==> src/rtl/stage_scoreboard.sv <==
// stage_scoreboard: buffered lockstep checker between CPU and cycle model.
// Per-channel skew FIFOs, mismatch counting, first-error capture, halt/timeout.
module stage_scoreboard #(
    parameter int NUM_CH   = 8,
    parameter int WIDTH    = 64,
    parameter int DEPTH    = 4,
    parameter int HLT_SKEW = 16,
    parameter int TIMEOUT  = 1000000
) (
    input  logic                    clk,
    input  logic                    rst_n,
    input  logic [NUM_CH-1:0]       dut_valid,
    input  logic [NUM_CH*WIDTH-1:0] dut_data,
    input  logic [NUM_CH-1:0]       ref_valid,
    input  logic [NUM_CH*WIDTH-1:0] ref_data,
    input  logic                    dut_hlt,
    input  logic                    ref_hlt,
    output logic [NUM_CH-1:0]       mismatch,
    output logic [15:0]             err_count,
    output logic                    first_err_valid,
    output logic [3:0]              first_err_ch,
    output logic [WIDTH-1:0]        first_err_dut,
    output logic [WIDTH-1:0]        first_err_ref,
    output logic [NUM_CH-1:0]       overflow,
    output logic                    hlt_mismatch,
    output logic                    done,
    output logic                    timeout
);

    localparam int AW = $clog2(DEPTH);
    localparam int CW = AW + 1;
    localparam int TW = $clog2(TIMEOUT + 1);
    localparam int SW = $clog2(HLT_SKEW + 1);

    logic [WIDTH-1:0]  d_mem    [NUM_CH][DEPTH];
    logic [WIDTH-1:0]  r_mem    [NUM_CH][DEPTH];
    logic [AW-1:0]     d_rp     [NUM_CH];
    logic [AW-1:0]     d_wp     [NUM_CH];
    logic [AW-1:0]     r_rp     [NUM_CH];
    logic [AW-1:0]     r_wp     [NUM_CH];
    logic [CW-1:0]     d_cnt    [NUM_CH];
    logic [CW-1:0]     r_cnt    [NUM_CH];
    logic [CW-1:0]     d_cnt_nx [NUM_CH];
    logic [CW-1:0]     r_cnt_nx [NUM_CH];
    logic [WIDTH-1:0]  d_head   [NUM_CH];
    logic [WIDTH-1:0]  r_head   [NUM_CH];

    logic [NUM_CH-1:0] cmp;
    logic [NUM_CH-1:0] diff;
    logic [NUM_CH-1:0] d_push;
    logic [NUM_CH-1:0] r_push;
    logic [NUM_CH-1:0] d_drop;
    logic [NUM_CH-1:0] r_drop;

    logic [4:0]        diff_pc;
    logic [3:0]        low_ch;
    logic [WIDTH-1:0]  low_d;
    logic [WIDTH-1:0]  low_r;
    logic [16:0]       err_sum;
    logic              all_empty_nx;
    logic              hs_d;
    logic              hs_r;
    logic              hs_d_nx;
    logic              hs_r_nx;
    logic              done_nx;
    logic [SW-1:0]     skew_cnt;
    logic [TW-1:0]     t_cnt;

    // FIFO heads and which channels compare on this edge
    always_comb begin
        for (int i = 0; i < NUM_CH; i++) begin
            d_head[i] = d_mem[i][d_rp[i]];
            r_head[i] = r_mem[i][r_rp[i]];
            cmp[i]    = (d_cnt[i] != '0) && (r_cnt[i] != '0);
        end
    end

    // push acceptance (a same-edge pop frees a full slot) and next counts
    always_comb begin
        for (int i = 0; i < NUM_CH; i++) begin
            diff[i]     = cmp[i] && (d_head[i] != r_head[i]);
            d_push[i]   = dut_valid[i] &&
                          ((d_cnt[i] != CW'(DEPTH)) || cmp[i]);
            r_push[i]   = ref_valid[i] &&
                          ((r_cnt[i] != CW'(DEPTH)) || cmp[i]);
            d_drop[i]   = dut_valid[i] &&
                          (d_cnt[i] == CW'(DEPTH)) && !cmp[i];
            r_drop[i]   = ref_valid[i] &&
                          (r_cnt[i] == CW'(DEPTH)) && !cmp[i];
            d_cnt_nx[i] = d_cnt[i] + CW'(d_push[i]) - CW'(cmp[i]);
            r_cnt_nx[i] = r_cnt[i] + CW'(r_push[i]) - CW'(cmp[i]);
        end
    end

    // mismatch popcount, lowest failing channel, drain and halt status
    always_comb begin
        diff_pc      = '0;
        low_ch       = '0;
        low_d        = '0;
        low_r        = '0;
        all_empty_nx = 1'b1;
        for (int i = NUM_CH - 1; i >= 0; i--) begin
            diff_pc = diff_pc + 5'(diff[i]);
            if (diff[i]) begin
                low_ch = 4'(i);
                low_d  = d_head[i];
                low_r  = r_head[i];
            end
            if ((d_cnt_nx[i] != '0) || (r_cnt_nx[i] != '0)) begin
                all_empty_nx = 1'b0;
            end
        end
        err_sum = {1'b0, err_count} + 17'(diff_pc);
        hs_d_nx = hs_d | dut_hlt;
        hs_r_nx = hs_r | ref_hlt;
        done_nx = done | (hs_d_nx & hs_r_nx & all_empty_nx);
    end

    // FIFO storage writes; contents are don't-care while empty
    always_ff @(posedge clk) begin
        for (int i = 0; i < NUM_CH; i++) begin
            if (d_push[i]) begin
                d_mem[i][d_wp[i]] <= dut_data[i*WIDTH +: WIDTH];
            end
            if (r_push[i]) begin
                r_mem[i][r_wp[i]] <= ref_data[i*WIDTH +: WIDTH];
            end
        end
    end

    // FIFO pointers, occupancy and sticky overflow
    always_ff @(posedge clk) begin
        if (!rst_n) begin
            for (int i = 0; i < NUM_CH; i++) begin
                d_rp[i]  <= '0;
                d_wp[i]  <= '0;
                r_rp[i]  <= '0;
                r_wp[i]  <= '0;
                d_cnt[i] <= '0;
                r_cnt[i] <= '0;
            end
            overflow <= '0;
        end else begin
            for (int i = 0; i < NUM_CH; i++) begin
                if (cmp[i]) begin
                    d_rp[i] <= d_rp[i] + AW'(1);
                    r_rp[i] <= r_rp[i] + AW'(1);
                end
                if (d_push[i]) d_wp[i] <= d_wp[i] + AW'(1);
                if (r_push[i]) r_wp[i] <= r_wp[i] + AW'(1);
                d_cnt[i] <= d_cnt_nx[i];
                r_cnt[i] <= r_cnt_nx[i];
            end
            overflow <= overflow | d_drop | r_drop;
        end
    end

    // compare results: pulse, saturating count, frozen first error
    always_ff @(posedge clk) begin
        if (!rst_n) begin
            mismatch        <= '0;
            err_count       <= '0;
            first_err_valid <= 1'b0;
            first_err_ch    <= '0;
            first_err_dut   <= '0;
            first_err_ref   <= '0;
        end else begin
            mismatch <= diff;
            if (err_sum[16]) err_count <= 16'hFFFF;
            else             err_count <= err_sum[15:0];
            if (!first_err_valid && (diff != '0)) begin
                first_err_valid <= 1'b1;
                first_err_ch    <= low_ch;
                first_err_dut   <= low_d;
                first_err_ref   <= low_r;
            end
        end
    end

    // sticky halts, skew window and completion
    always_ff @(posedge clk) begin
        if (!rst_n) begin
            hs_d         <= 1'b0;
            hs_r         <= 1'b0;
            skew_cnt     <= '0;
            hlt_mismatch <= 1'b0;
            done         <= 1'b0;
        end else begin
            hs_d <= hs_d_nx;
            hs_r <= hs_r_nx;
            done <= done_nx;
            if ((hs_d ^ hs_r) && (skew_cnt != SW'(HLT_SKEW))) begin
                skew_cnt <= skew_cnt + SW'(1);
                if (skew_cnt == SW'(HLT_SKEW - 1)) begin
                    hlt_mismatch <= 1'b1;
                end
            end
        end
    end

    // run-length watchdog, suppressed once the run completes
    always_ff @(posedge clk) begin
        if (!rst_n) begin
            t_cnt   <= '0;
            timeout <= 1'b0;
        end else if (t_cnt != TW'(TIMEOUT)) begin
            t_cnt <= t_cnt + TW'(1);
            if ((t_cnt == TW'(TIMEOUT - 1)) && !done_nx) begin
                timeout <= 1'b1;
            end
        end
    end

endmodule

==> config.mk <==
export PLATFORM = sky130hd
export DESIGN_NAME = stage_scoreboard
export DESIGN_NICKNAME = d
export VERILOG_FILES = /design/src/rtl/stage_scoreboard.sv
export SDC_FILE = /design/constraint.sdc
export NUM_CORES = 2
export LEC_CHECK = 0
export ABC_CLOCK_PERIOD_IN_PS = 5900
export CORE_MARGIN = 3
export CORE_UTILIZATION = 53
export CTS_CLUSTER_DIAMETER = 60
export DETAILED_ROUTE_END_ITERATION = 16
export GPL_TIMING_DRIVEN = 0
export PLACE_DENSITY = 0.77
export RECOVER_POWER = 100
export SLEW_MARGIN = 20
export SYNTH_ARGS = -nofsm -noshare
export SYNTH_HDL_FRONTEND = slang
export SYNTH_MEMORY_MAX_BITS = 65536
export SYNTH_SLANG_ARGS = --single-unit
==> constraint.sdc <==
create_clock -name clk -period 5.9 [get_ports clk]
set_input_delay 1.77 -clock clk [delete_from_list [all_inputs] [get_ports clk]]
set_output_delay 1.77 -clock clk [all_outputs]
set_load 0.05 [all_outputs]
== After elaboration in Yosys (flattened, before gate mapping) ==
Memory sizes are Yosys's and may differ from the RTL's.
Cells that the tools add are included.
Storage, ports and cells
  register bits: 195
  bits in writable memories: 4208
  input port bits: 1044
  output and inout bits: 168
  logic and storage cells: 679
  memories kept: 8
Operators by class
  add/subtract/negate cells: 74
  $lt $le $gt $ge: 48
  equal/unequal tests: 44
  muxes and demuxes: 251
  bitwise operators: 88
  reduce and logical (&&, ||, !) cells: 152
Memories
  d_mem: words 8, bits a word 256, rd ports 8, clocked after Yosys merged registers in 0, wr ports 8, line 35  | logic [WIDTH-1:0] d_mem [NUM_CH][DEPTH];
  r_mem: words 8, bits a word 256, rd ports 8, clocked after Yosys merged registers in 0, wr ports 8, line 36  | logic [WIDTH-1:0] r_mem [NUM_CH][DEPTH];
  d_cnt: words 8, bits a word 3, rd ports 8, clocked after Yosys merged registers in 0, wr ports 8, line 41  | logic [CW-1:0] d_cnt [NUM_CH];
  r_cnt: words 8, bits a word 3, rd ports 8, clocked after Yosys merged registers in 0, wr ports 8, line 42  | logic [CW-1:0] r_cnt [NUM_CH];
  d_rp: words 8, bits a word 2, rd ports 8, clocked after Yosys merged registers in 0, wr ports 8, line 37  | logic [AW-1:0] d_rp [NUM_CH];
  d_wp: words 8, bits a word 2, rd ports 8, clocked after Yosys merged registers in 0, wr ports 8, line 38  | logic [AW-1:0] d_wp [NUM_CH];
  +2 memories
Operator list (count)
  2-to-1 mux 256 bit: 16
  2-to-1 mux 64 bit: 64
  binary-select mux 64 bit (select 2 bit): 16
  demux 64 bit (select 2 bit): 16
  inequality test 64 bit: 8
  greater-or-equal comparator 3 bit (second input constant): 32
  inverter 2 -> 3 bit: 32
  nonzero test 3 bit: 32
  logical AND 1 bit: 83
  2-to-1 mux 1 bit: 82
  adder 2 x 1 -> 2 bit (second input constant): 32
  2-to-1 mux 2 bit: 32
  2-to-1 mux 3 bit: 17
  OR 1 bit: 51
  adder 3 x 1 -> 3 bit: 16
  equality test 3 bit (second input constant): 16
  less-than comparator 3 x 1 -> 1 bit (second input constant): 16
  inequality test 3 bit (second input constant): 16
  subtractor 3 x 1 -> 3 bit: 16
  2-to-1 mux 4 bit: 7
  logical OR 1 bit: 24
  adder 20 x 1 -> 20 bit (second input constant): 1
  equality test 20 bit (second input constant): 1
  inequality test 20 bit (second input constant): 1
  16 further kinds: 30

== Depth between registers and ports, before layout ==
An unclocked memory read counts as a cell.
  depth after elaboration: 22
  gate-level depth with buffers: 26
  mapped depth without buffers: 23

== Least setup slack after synthesis ==
Ideal clock, no wire load.
  path kind: reg2reg
  from: memory r_rp[0][1] (netlist name)
  to: register err_count[10]
  setup time: 133 ps
  data arrival time: 6101 ps
  data required time: 5767 ps
  slack: -333 ps
  stages on the path, launching flop included: 27
  buffers on the path: 4
  period minus slack after synthesis: 6233 ps
  cell sequence: edfxtp_1 clkbuf_1 clkbuf_1 mux4_2 xor2_1 nor4_1 nand4_1 nor4_2 nand2b_1 inv_1 clkbuf_1 fa_1 fa_1 inv_1 fa_1 fa_1 inv_1 fa_1 nand2_1 nand2_1 a21oi_1 nor3b_1 and2_1 and4_1 nand3_1 clkbuf_1 a21oi_1
RTL lines
  from (decl): line 39  | logic [AW-1:0] r_rp [NUM_CH];
  to (signal assigned): line 170  | else err_count <= err_sum[15:0];
  to (decl): line 19  | output logic [15:0] err_count,

==> results.yml <==
placed_design:
  dpl.hpwl_um: 581000
  port_buffers: 1210
  gp_congestion: 1.07
  pre_cts_ws_ns: -2.59
  dp_cells: 14700
yosys:
  synth_area_leaders: "edfxtp_1 71%, mux4_2 13%, dfxtp_1 2.7%"
  syn_inst: 8961
  syn_area_um2: 177000
  syn_avg_cell_area_um2: 19.8
  async_flop_share_pct: 0
  synthFlopType: "edfxtp_1"
  synth_top_area_share_pct: 70.5
  syn_nets: 10100
  synth_warnings: 0
  synth_seq_area_share_pct: 73.3
  synth_cell_types: 62
  synth-edff-count: 4160
  yosysTopAreaCell: "edfxtp_1"
  synth_seq_cells: 4402
timing:
  worstMarginPinSlew_ns: 2.79
  maxSlewHeadroom_pct: -86.1
  rsz0062_at_grt: "yes"
  setup_viol: 634
  final.setup.tns_ns: -88.54
  post-route-period-util_pct: 113
  setup_ws_ns: -0.756
  final_hold_viol_count: 0
  period_needed_ns: 6.66
  maxSlewViolCount: 1647
  fmax_mhz: 150
  finClkSkew_ns: 0.0584
critical_path:
  slowest_stage: "clkbuf_1"
  critPathLaunchType: "flip-flop"
  path_class: "reg2reg"
  worstPathArrival_ns: 7.57
  path_max_fanout: 10
  critical_path_required_ns: 6.82
  reg2regPathDepth: 24
  cpMostUsedCell: "nand2_1"
  path_cells: "clkbuf_1 -> buf_2 -> mux4_2 -> xnor2_1 -> nand4_1 -> nor4_1 -> nand4_1 -> buf_4 -> buf_2 -> clkbuf_1 -> nand2_1 -> fa_1 -> fa_2 -> inv_2 -> fa_2 -> nand2_1 -> nand2_1 -> a21oi_2 -> nor3b_2 -> and2_4 -> and4_4 -> nand3_4 -> buf_8 -> a21oi_2"
  slowest_delay_ns: 0.55
  end_kind: "flip-flop"
die:
  ios: 1212
  dieArea_um2: 341000
  core_um2: 332000
  rows: 211
  initial_core_util_pct: 53.4
  die_h_um: 584
  fp.dieW_um: 584
pwr:
  power.total_w: 0.117
  cellPowerDensity_nw_per_um2: 551
  p_leak_nw: 68.4
  peakVddDrop_uv: 411
min_path:
  hp-class: "reg2reg"
  hold_depth: 2
cts:
  cts_buffer_depth: 4
  cts_tree: "built"
  clockRootBuffer: "clkbuf_16"
  clock-sinks: 4402
  cts_buffers: 434
  path_clk_slew_ns: 0.06
  htreeDepth: 5
  clock_latency_ns: 1.01
  ctsHoldBuffers: 0
flow_run:
  maxCapViolCount: 71
route:
  drt_pass1_iterations: 8
  wirelength_um: 735000
  via_per_inst: 6.71
  drt_first_iter_violations: 17400
  vias: 107000
  wl_per_cell_um: 46.2
  drc: 0
  ant_nets: 0
final_layout:
  fin_util_pct: 64.0
  final_nets: 12000
  final-instance-count-excl-fill: 15900
  multi_input_comb_area_um2: 45500
  regArea_um2: 130000
  drive_above_1_share_pct: 21.4
  nFillCells: 22200
  synthToLayoutAreaGrowth_pct: 19.9
grt:
  grt_pass1_wl_um: 949000
  grt_pass1_vias: 102000
  globalRouteOverflowTotal: 0
  antenna_found_initial: 503
  grt_max_degree: 50
  track_usage_pct: 42.6
status:
  status: "complete, but fails checks"
  violations: "max-capacitance violations, max-slew violations, negative setup slack"
## layout make-up
cell class	count	area share, %
antenna	387	0.456
buffer	527	1.25
clock buffer	519	5.39
clock inverter	280	1.29
inverter	107	0.190
multi-input combinational	3924	21.4
sequential	4402	61.1
tap	4366	2.57
timing repair buffer	1396	6.31
## flip-flops by register name (all words and copies together), names as in the netlist, 20 cells and up
name	cells
d_mem	2048
r_mem	2048
first_err_dut	64
first_err_ref	64
d_cnt	24
r_cnt	24
t_cnt	20
## per-layer routing
| layer | vias up | global-route usage (%) | share of wire [%] |
|---|---|---|---|
| met5 | - | 0 | 0.16 |
| met1 | 55600 | 55.9 | 36 |
| met4 | 188 | 27.9 | 8.2 |
| met3 | 1937 | 13.1 | 12 |
| li1 | 41000 | - | - |
| met2 | 8078 | 62.1 | 44 |
## placed cells by master, fill, tap and decap left out, types with 132 or more instances in the layout
cell type and count:
edfxtp_1 4160, nand2_1 416, a22o_1 136, dlygate4sd3_1 1205, diode_2 387, clkbuf_1 307
dfxtp_1 242, and3_1 160, or3_1 132, clkbuf_16 445, buf_2 226, mux4_2 1024
xor2_1 155, xnor2_1 430
## worst max-delay path: cells and delay by family, from the launching register on
family / cells / cell delay (ns)
xor+xnor: 1 / 0.49
compound gates: 2 / 0.19
mux: 1 / 0.48
fa+ha+maj: 3 / 1.05
flops: 1 / 0.34
simple gates: 10 / 2.04
buf+inv: 7 / 1.97
## Yosys cell counts, types with 14 or more instances
cell	instances
a21oi_1	32
buf_4	30
inv_1	106
o311ai_0	127
a22o_1	136
a41oi_2	119
or3_1	132
xor2_1	159
dfxtp_1	242
o21ai_1	93
nor2_1	111
buf_1	32
a211oi_1	129
clkbuf_1	274
nor4_1	67
a22oi_1	131
nor2b_1	20
edfxtp_1	4160
xnor2_1	430
and3_1	161
buf_2	186
o21ai_0	45
mux4_2	1024
and2_1	101
nand2b_1	21
a21o_1	128
nand2_1	416
nor3_1	14
fa_1	21
nand4_1	117
ha_1	107
## logic make-up (layout without fill, tap and decap cells)
logic type	Yosys count	after routing	share of synthesized area (%)
AOI/OAI and AO/OA	987	987	4.75
xor gates and xnor gates	589	589	2.91
adders and majority gates	128	128	0.993
buffers and inverters	635	2829	1.56
DFF	4402	4402	73.3
muxes	1027	1027	13.0
other	1	388	0.00212
and+or+nand+nor	1192	1192	3.48
## power by group
part / total (W) / internal, W / switching [W] / leakage [nW]
sequential: 0.0396 / 0.0378 / 0.00181 / 40.3
clock: 0.0278 / 0.0156 / 0.0122 / 6.89
combinational: 0.0496 / 0.0152 / 0.0344 / 21.2
total: 0.117 / 0.0686 / 0.0484 / 68.4
## final timing paths
check                                 start            to  slack (ns)
worst max-delay path             d_rp[1][5]  err_count[6]       -0.76
worst min-delay path            overflow[4]   overflow[4]        0.47
worst max register to register   d_rp[1][5]  err_count[6]       -0.76
worst min register to register  overflow[4]   overflow[4]        0.47
## what timing repair did
action	CTS	global route
gates cloned	2	1
gates resized for setup	112	47
hold endpoints to repair	0	0
setup endpoints to repair	123	28
pin swaps	24	25
buffers inserted	48	15
## stage by stage
| stage | hold WS [ns] | area [µm²] |
|---|---|---|
| finish | 0.473 | 212000 |
| global route | 0.503 | 212000 |
| CTS | 0.481 | 212000 |
| detailed placement | 0.467 | 198000 |
| global placement | 0.451 | 195000 |
| floorplan | 0.462 | 177000 |
(Power assumes the default switching activity.)
